==> src/rtl/ps2_host_tx_if.sv <==
// Host-side byte port of the PS/2 host transmitter: valid/ready request plus
// busy and one-cycle done/error completion status.
interface ps2_host_tx_if;
  logic [7:0] tx_data;
  logic       tx_valid;
  logic       tx_ready;
  logic       busy;
  logic       tx_done;
  logic       tx_error;

  modport master (
    output tx_data, tx_valid,
    input  tx_ready, busy, tx_done, tx_error
  );

  modport slave (
    input  tx_data, tx_valid,
    output tx_ready, busy, tx_done, tx_error
  );
endinterface

==> src/rtl/ps2_host_tx.sv <==
// Host-to-device PS/2 transmitter: inhibits the bus, sends start/8 data/odd
// parity/stop on device clock falls, then checks the device ACK bit.
module ps2_host_tx #(
  parameter int INHIBIT_CYCLES = 5000,
  parameter int TIMEOUT_CYCLES = 750000
) (
  input  logic        clock,
  input  logic        resetn,
  ps2_host_tx_if.slave host,
  input  logic        ps2_clock_in,
  input  logic        ps2_data_in,
  output logic        ps2_clock_oe,
  output logic        ps2_data_oe
);

  localparam int CNT_MAX = (INHIBIT_CYCLES > TIMEOUT_CYCLES) ? INHIBIT_CYCLES : TIMEOUT_CYCLES;
  localparam int CNT_W   = (CNT_MAX > 1) ? $clog2(CNT_MAX) : 1;

  typedef enum logic [2:0] {
    IDLE, INHIBIT, SEND, STOP, ACK, WAITIDLE, DONE, ERROR
  } state_t;

  state_t           state_q, state_d;
  logic [CNT_W-1:0] cnt_q, cnt_d;
  logic [3:0]       bitcnt_q, bitcnt_d;
  logic [8:0]       shift_q, shift_d;
  logic             clock_oe_q, clock_oe_d;
  logic             data_oe_q, data_oe_d;
  logic             ready_q, busy_q, done_q, error_q;
  logic             clk_s1, clk_s2, clk_prev;
  logic             dat_s1, dat_s2;
  logic             fall;

  assign fall = clk_prev & ~clk_s2;

  // NOTE: reset is sampled on the clock edge like any other input, so it lives
  // inside the clocked block rather than in its sensitivity list.
  always_ff @(posedge clock) begin
    if (!resetn) begin
      state_q    <= IDLE;
      cnt_q      <= '0;
      bitcnt_q   <= '0;
      shift_q    <= '0;
      clock_oe_q <= 1'b0;
      data_oe_q  <= 1'b0;
      ready_q    <= 1'b0;
      busy_q     <= 1'b0;
      done_q     <= 1'b0;
      error_q    <= 1'b0;
      clk_s1     <= 1'b0;
      clk_s2     <= 1'b0;
      clk_prev   <= 1'b0;
      dat_s1     <= 1'b0;
      dat_s2     <= 1'b0;
    end else begin
      // NOTE: non-blocking assignments make every flop sample pre-edge values,
      // which is what turns s1/s2/prev into a real shift chain.
      state_q    <= state_d;
      cnt_q      <= cnt_d;
      bitcnt_q   <= bitcnt_d;
      shift_q    <= shift_d;
      clock_oe_q <= clock_oe_d;
      data_oe_q  <= data_oe_d;
      ready_q    <= (state_d == IDLE);
      busy_q     <= (state_d != IDLE);
      done_q     <= (state_d == DONE);
      error_q    <= (state_d == ERROR);
      clk_s1     <= ps2_clock_in;
      clk_s2     <= clk_s1;
      clk_prev   <= clk_s2;
      dat_s1     <= ps2_data_in;
      dat_s2     <= dat_s1;
    end
  end

  always_comb begin
    // NOTE: every signal assigned below gets its hold value first, so no path
    // through the case leaves one unassigned and no latch is inferred.
    state_d    = state_q;
    cnt_d      = cnt_q;
    bitcnt_d   = bitcnt_q;
    shift_d    = shift_q;
    clock_oe_d = clock_oe_q;
    data_oe_d  = data_oe_q;

    case (state_q)
      IDLE: begin
        if (host.tx_valid && ready_q) begin
          shift_d    = {~^host.tx_data, host.tx_data};
          cnt_d      = '0;
          bitcnt_d   = '0;
          clock_oe_d = 1'b1;
          data_oe_d  = (INHIBIT_CYCLES == 1);
          state_d    = INHIBIT;
        end
      end

      // Start bit goes out one cycle before the clock is released.
      INHIBIT: begin
        if (cnt_q == CNT_W'(INHIBIT_CYCLES - 1)) begin
          clock_oe_d = 1'b0;
          cnt_d      = '0;
          bitcnt_d   = '0;
          state_d    = SEND;
        end else begin
          cnt_d = cnt_q + 1'b1;
          if ((INHIBIT_CYCLES >= 2) && (cnt_q == CNT_W'(INHIBIT_CYCLES - 2)))
            data_oe_d = 1'b1;
        end
      end

      SEND, STOP, ACK, WAITIDLE: begin
        if (cnt_q == CNT_W'(TIMEOUT_CYCLES - 1)) begin
          state_d = ERROR;
        end else begin
          cnt_d = cnt_q + 1'b1;
          case (state_q)
            SEND: if (fall) begin
              data_oe_d = ~shift_q[0];
              shift_d   = {1'b0, shift_q[8:1]};
              bitcnt_d  = bitcnt_q + 1'b1;
              if (bitcnt_q == 4'd8) state_d = STOP;
            end
            STOP: if (fall) begin
              data_oe_d = 1'b0;
              state_d   = ACK;
            end
            ACK: if (fall) begin
              state_d = dat_s2 ? ERROR : WAITIDLE;
            end
            default: begin
              if (clk_s2 && dat_s2) state_d = DONE;
            end
          endcase
        end
      end

      DONE:    state_d = IDLE;
      ERROR:   state_d = IDLE;
      default: state_d = IDLE;
    endcase

    // Any abort lets go of both lines in the same cycle the error pulse shows.
    if (state_d == ERROR) begin
      clock_oe_d = 1'b0;
      data_oe_d  = 1'b0;
    end
  end

  assign ps2_clock_oe  = clock_oe_q;
  assign ps2_data_oe   = data_oe_q;
  assign host.tx_ready = ready_q;
  assign host.busy     = busy_q;
  assign host.tx_done  = done_q;
  assign host.tx_error = error_q;

endmodule

==> src/flat_wrapper.sv <==
// flat-port wrapper written by rule: the top's interface ports become plain ports
module ps2_host_tx_flat 
#(
  parameter int INHIBIT_CYCLES = 5000,
  parameter int TIMEOUT_CYCLES = 750000
)
  (clock, resetn, ps2_clock_in, ps2_data_in, ps2_clock_oe, ps2_data_oe, host_tx_data, host_tx_valid, host_tx_ready, host_busy, host_tx_done, host_tx_error);
  ps2_host_tx_if host_i ();
  input  logic clock;
  input  logic resetn;
  input  logic ps2_clock_in;
  input  logic ps2_data_in;
  output logic ps2_clock_oe;
  output logic ps2_data_oe;
  input wire logic [$bits(host_i.tx_data)-1:0] host_tx_data;
  input wire logic [$bits(host_i.tx_valid)-1:0] host_tx_valid;
  output wire logic [$bits(host_i.tx_ready)-1:0] host_tx_ready;
  output wire logic [$bits(host_i.busy)-1:0] host_busy;
  output wire logic [$bits(host_i.tx_done)-1:0] host_tx_done;
  output wire logic [$bits(host_i.tx_error)-1:0] host_tx_error;
  assign host_i.tx_data = host_tx_data;
  assign host_i.tx_valid = host_tx_valid;
  assign host_tx_ready = host_i.tx_ready;
  assign host_busy = host_i.busy;
  assign host_tx_done = host_i.tx_done;
  assign host_tx_error = host_i.tx_error;
  ps2_host_tx #(.INHIBIT_CYCLES(INHIBIT_CYCLES), .TIMEOUT_CYCLES(TIMEOUT_CYCLES)) u_core (.clock(clock), .resetn(resetn), .host(host_i), .ps2_clock_in(ps2_clock_in), .ps2_data_in(ps2_data_in), .ps2_clock_oe(ps2_clock_oe), .ps2_data_oe(ps2_data_oe));
endmodule
==> config.mk <==
export PLATFORM = sky130hd
export DESIGN_NAME = ps2_host_tx_flat
export DESIGN_NICKNAME = d
export VERILOG_FILES = /design/src/rtl/ps2_host_tx_if.sv /design/src/rtl/ps2_host_tx.sv /design/src/flat_wrapper.sv
export SDC_FILE = /design/constraint.sdc
export NUM_CORES = 1
export LEC_CHECK = 0
export ABC_AREA = 0
export CELL_PAD_IN_SITES_DETAIL_PLACEMENT = 0
export CELL_PAD_IN_SITES_GLOBAL_PLACEMENT = 2
export CORE_MARGIN = 2
export CORE_UTILIZATION = 31
export DETAILED_ROUTE_END_ITERATION = 8
export PLACE_DENSITY = 0.84
export SLEW_MARGIN = 10
export SYNTH_ARGS = -nofsm -noshare
export SYNTH_HDL_FRONTEND = slang
export SYNTH_SLANG_ARGS = --single-unit
export TNS_END_PERCENT = 30
==> constraint.sdc <==
create_clock -name clock -period 2.35 [get_ports clock]
set_input_delay 0.47 -clock clock [delete_from_list [all_inputs] [get_ports clock]]
set_output_delay 0.47 -clock clock [all_outputs]
set_load 0.005 [all_outputs]
# --- Word level (Yosys, flattened, before mapping) ---
# Index checks and enable logic that the tools add are counted.
classes:
  n_addsub: 2
  reduce_logical: 17
  muxes: 37
  eq_ne: 23
  bitwise: 4
ops:
  columns: ["operator", "count"]
  rows:
  - ["two-way mux 20 bit", 3]
  - ["case mux 20 bit (3 select lines)", 1]
  - ["equality test 20 x 13 -> 1 bit (second input constant)", 2]
  - ["two-way mux 9 bit", 4]
  - ["two-way mux 3 bit", 8]
  - ["adder 20 x 1 -> 20 bit (second input constant)", 1]
  - ["equality test 20 bit (second input constant)", 1]
  - ["two-way mux 4 bit", 5]
  - ["equality test 3 bit (second input constant)", 6]
  - ["case mux 9 bit (2 select lines)", 1]
  - ["case mux 3 bit (4 select lines)", 1]
  - ["case mux 4 bit (3 select lines)", 1]
  - ["inequality test 2 x 1 -> 1 bit (second input constant)", 5]
  - ["case mux 3 bit (3 select lines)", 1]
  - ["two-way mux 1 bit", 8]
  - ["AND reduction 8 bit", 1]
  - ["XNOR reduction 8 bit", 1]
  - ["equality test 3 x 2 -> 1 bit (second input constant)", 2]
  - ["zero test 3 bit", 2]
  - ["inequality test 3 x 2 -> 1 bit (second input constant)", 2]
  - ["AND reduction 3 bit", 2]
  - ["AND reduction 6 bit", 1]
  - ["nonzero test 3 bit", 2]
  - ["AND reduction 5 bit", 1]
  - ["other kinds (14)", 21]
word_totals:
  elab_cells: 98
  output_inout_bits: 6
  in_bits: 13
  ff_bits: 47

# --- Longest topological paths before layout ---
logic_depth:
  word_depth: 8
  depth_mapped: 8
  depth_no_buf: 8

# --- Worst setup path before layout ---
# OpenSTA, ideal clock, no wires.
synth_timing:
  path_type: "register -> register"
  startpoint: "reg u_core.cnt_q[0]"
  endpoint: "reg u_core.bitcnt_q[1]"
  setup_time_ns: 0.114
  required_ns: 2.236
  path_stages_with_launch: 9
  arrival_ns: 2.113
  synth_period_minus_slack_ns: 2.228
  slack_ns: 0.122
  cell_sequence: "dfxtp_1 ha_1 nand3_2 or4_4 o311a_1 buf_6 a21oi_4 mux2i_1 nor2_1"
synth_between:
  elab_chain_cells: 3
  elab_cells_between_ends: 5
synth_rtl:
  columns: ["element", "line_no", "text"]
  rows:
  - ["start: declaration", "ps2_host_tx.sv:24", "logic [CNT_W-1:0] cnt_q, cnt_d;"]
  - ["start signal: assignment", "ps2_host_tx.sv:59", "cnt_q <= cnt_d;"]
  - ["equality test 20 bit / equality test 20 x 13 -> 1 bit (equally long branches)", "ps2_host_tx.sv:113, ps2_host_tx.sv:100", null]
  - ["inequality test 2 bit (no line) / inequality test 2 x 1 -> 1 bit (equally long branches)", null, null]
  - ["AND reduction 6 bit (no line) (*)", null, null]
  - ["end signal: assignment", "ps2_host_tx.sv:60", "bitcnt_q <= bitcnt_d;"]
  - ["end: declaration", "ps2_host_tx.sv:25", "logic [3:0] bitcnt_q, bitcnt_d;"]
# Every way passes the cells marked *; elsewhere a longest branch is shown, timed or not.
# A chain may end at the register's enable or synchronous reset.

# --- Final worst setup path ---
layout_timing:
  startpoint: "reg u_core.cnt_q[0]"
  endpoint: "reg u_core.cnt_q[10]"
layout_between:
  elab_chain_cells: 3
  elab_cells_between_ends: 8
layout_rtl:
  columns: ["element", "line_no", "text"]
  rows:
  - ["adder 20 x 1 -> 20 bit (tied with other cells)", "ps2_host_tx.sv:106, ps2_host_tx.sv:116", null]
  - ["two-way mux 20 bit (tied with other cells)", "ps2_host_tx.sv:113", "if (cnt_q == CNT_W'(TIMEOUT_CYCLES - 1)) begin"]
  - ["case mux 20 bit (3 select lines) / AND reduction 3 bit (equally long branches)", null, null]
# Parallel ways exist; a longest one is shown, timed or not. The select of a mux whose other input is x is not followed.

==> run summary <==
Worst r2r path cells: 7
Async set or reset register ratio after synthesis: 0%
Post-DRT Antenna Nets: 0
Worst skew pair latency: 0.30 ns
Yosys cell types: 52
Syn Nets: 314
Synth area leader: dfxtp_1
Worst Hold Path Cells: 1
Min setup slack post-route: 0.141 ns
Vias in the first global route: 2042
Post-Route Setup TNS: 0 ns
DRT Pass-1 Iters: 4
RSZ-0062 raised after global routing: false
Post-synth EDFFs: 0
Post-DP HPWL: 4090 um
Min cycle time layout: 2.21 ns
Worst Path Arrival: 2.40 ns
Num CTS Buffers: 5
CP startpoint kind: register
Post-Syn Instances: 297
Synth cell count leaders: dfxtp_1 (47), nor2_1 (44), nand2_1 (32)
Initial antenna violation count: 0
Endpoint type of the worst setup path: register
HP Class: register to register
Syn Area/Cell: 8.20 sq um
Clock Sinks: 47
Initial Util: 31.7%
Drt initial violations: 116
GPL Wtd Cong: 0.808
Clk_skew: 0.00714 ns
Most frequent cell after synthesis: dfxtp_1
Fmax: 453 MHz
Pre-CTS setup slack: 0.0392 ns
Largest net degree at the start of global routing: 19
Post-synth top flop: dfxtp_1
Crit Path Class: register to register
Die Area: 8580 sq um
Layout cell share with drive strength beyond 1: 10.9%
Die width: 92.6 um
Total Wirelength: 5520 um
Via/cell ratio: 4.97
Worst EP required: 2.54 ns
Hold Vio Cnt, Final: 0
Crit Path Max Fanout: 18
PD cells: 535 nW/um^2
Largest buffer count on any clock path: 2
Nets@finish: 345
GRT Util Overall: 13.7%
Top post-synthesis cells by area: dfxtp_1 (39%), xnor2_1 (8.6%), nor2_1 (6.8%)
Clock slew at reported path FFs: 0.09 ns
First-pass GRT wire length: 9610 um
Slew @ Worst Pin: 0.811 ns
PortBufs: 18
Chip Height: 92.6 um
Ys Warns: 0
Flop and latch count out of synthesis: 47
Core area: 7690 sq um
H-tree levels: 2
Worst vdd ir: 203 uV
Register area share after synthesis: 38.6%
P_leak: 0.995 nW
I/O Pins: 19
CTS Hold Bufs: 0
Grt ovf: 0
Area Growth Syn to Fin: 19.6%
Max Cap Viol: 0
Max-slew violations: 0
Vias: 2142
Crit share post-route: 94.0%
Netlist Area Pre-Place: 2440 sq um
Clock root buffer: clkbuf_8
Diode count: 0
Post-synth top area share: 38.6%
Run status: complete, no violations
Residual DRC: 0
Std-Cell Rows: 32
Final Setup Violations: 0
Routed WL per cell: 12.8 um
TritonCTS clock tree: built
Slew HR: 45.6%
-- state kept, by name (all words and copies together), names as in the netlist, 3 cells and up --
| register | cells |
|---|---|
| u_core.cnt_q | 20 |
| u_core.state_q | 3 |
| u_core.shift_q | 9 |
| u_core.bitcnt_q | 4 |
-- critical path, cell delays in order (launching register included) --
cell	delay (ns)
dfxtp_1	0.34
ha_1	0.26
or4b_2	0.69
nor2_4	0.20
o21ai_1	0.12
a21oi_2	0.26
buf_12	0.18
nor2_1	0.06
-- per-layer routing --
| layer | global-route usage (%) | wire (um) | vias up |
|---|---|---|---|
| li1 | - | - | 1103 |
| met1 | 18.4 | 2820 | 1006 |
| met2 | 22.3 | 2470 | 31 |
| met3 | 2.52 | 181 | 2 |
| met4 | 4.66 | 41 | 0 |
| met5 | 0 | 0 | - |
-- metrics by stage --
stage                     std cells  utilization [%]  hold slack, ns  instance area (sq um)  total power, mW
after floorplan                 297                -           0.412                   2440             1.01
after global placement          423             36.6           0.416                   2820             1.09
after detailed placement        423             36.6           0.419                   2820             1.09
after CTS                       431             37.7           0.440                   2900             1.58
after global routing            431             37.9           0.476                   2910             1.64
final                           431             37.9           0.440                   2910             1.56
-- kinds of logic after synthesis --
family | count (synthesis) | share of synthesized area (%)
and+or+nand+nor | 142 | 29.1
DFF | 47 | 38.6
buffers and inverters | 25 | 5.24
AOI/OAI and AO/OA | 48 | 13.7
adders and majority gates | 4 | 2.05
xor gates and xnor gates | 29 | 10.4
muxes | 2 | 0.873
-- worst paths after layout --
check / endpoint / from / slack (ns)
worst max-delay path: u_core.cnt_q[10] / u_core.cnt_q[0] / 0.14
worst min-delay path: u_core.clk_s2 / u_core.clk_s1 / 0.44
worst max register to register: u_core.cnt_q[10] / u_core.cnt_q[0] / 0.14
worst min register to register: u_core.clk_s2 / u_core.clk_s1 / 0.44
-- final cells by class --
cell class | count | area, sq um
Clock buffer | 6 | 72.6
Clock inverter | 2 | 12.5
Fill cell | 805 | 4770
Inverter | 12 | 45.0
Multi-Input combinational cell | 225 | 1380
Sequential cell | 47 | 941
Tap cell | 102 | 128
Timing Repair Buffer | 37 | 335
-- placed cells by master (no fill, tap or decap), types with 5 or more instances in the layout --
cell type	n
dfxtp_1	47
xor2_1	5
inv_1	12
nand2_1	32
clkbuf_8	5
nor3_1	9
and2_1	7
clkdlybuf4s50_1	18
nand4_1	8
a21oi_1	9
xnor2_1	24
buf_4	18
nand3_1	9
a311oi_1	8
o21ai_0	7
nor4_1	7
nor2_1	44
-- power breakdown --
part	leakage, nW	total (mW)	switching, mW	internal, mW
clock	0.0412	0.485	0.277	0.209
combinational	0.572	0.225	0.110	0.115
sequential	0.382	0.847	0.0220	0.825
total	0.995	1.56	0.409	1.15
-- timing repair --
item / in CTS / in global routing
resized for setup: 0 / 2
endpoints found under the setup margin: 0 / 24
setup buffers: 0 / 0
endpoints found under the hold margin: 0 / 0
Note: power is estimated with default switching activity, not from simulation.
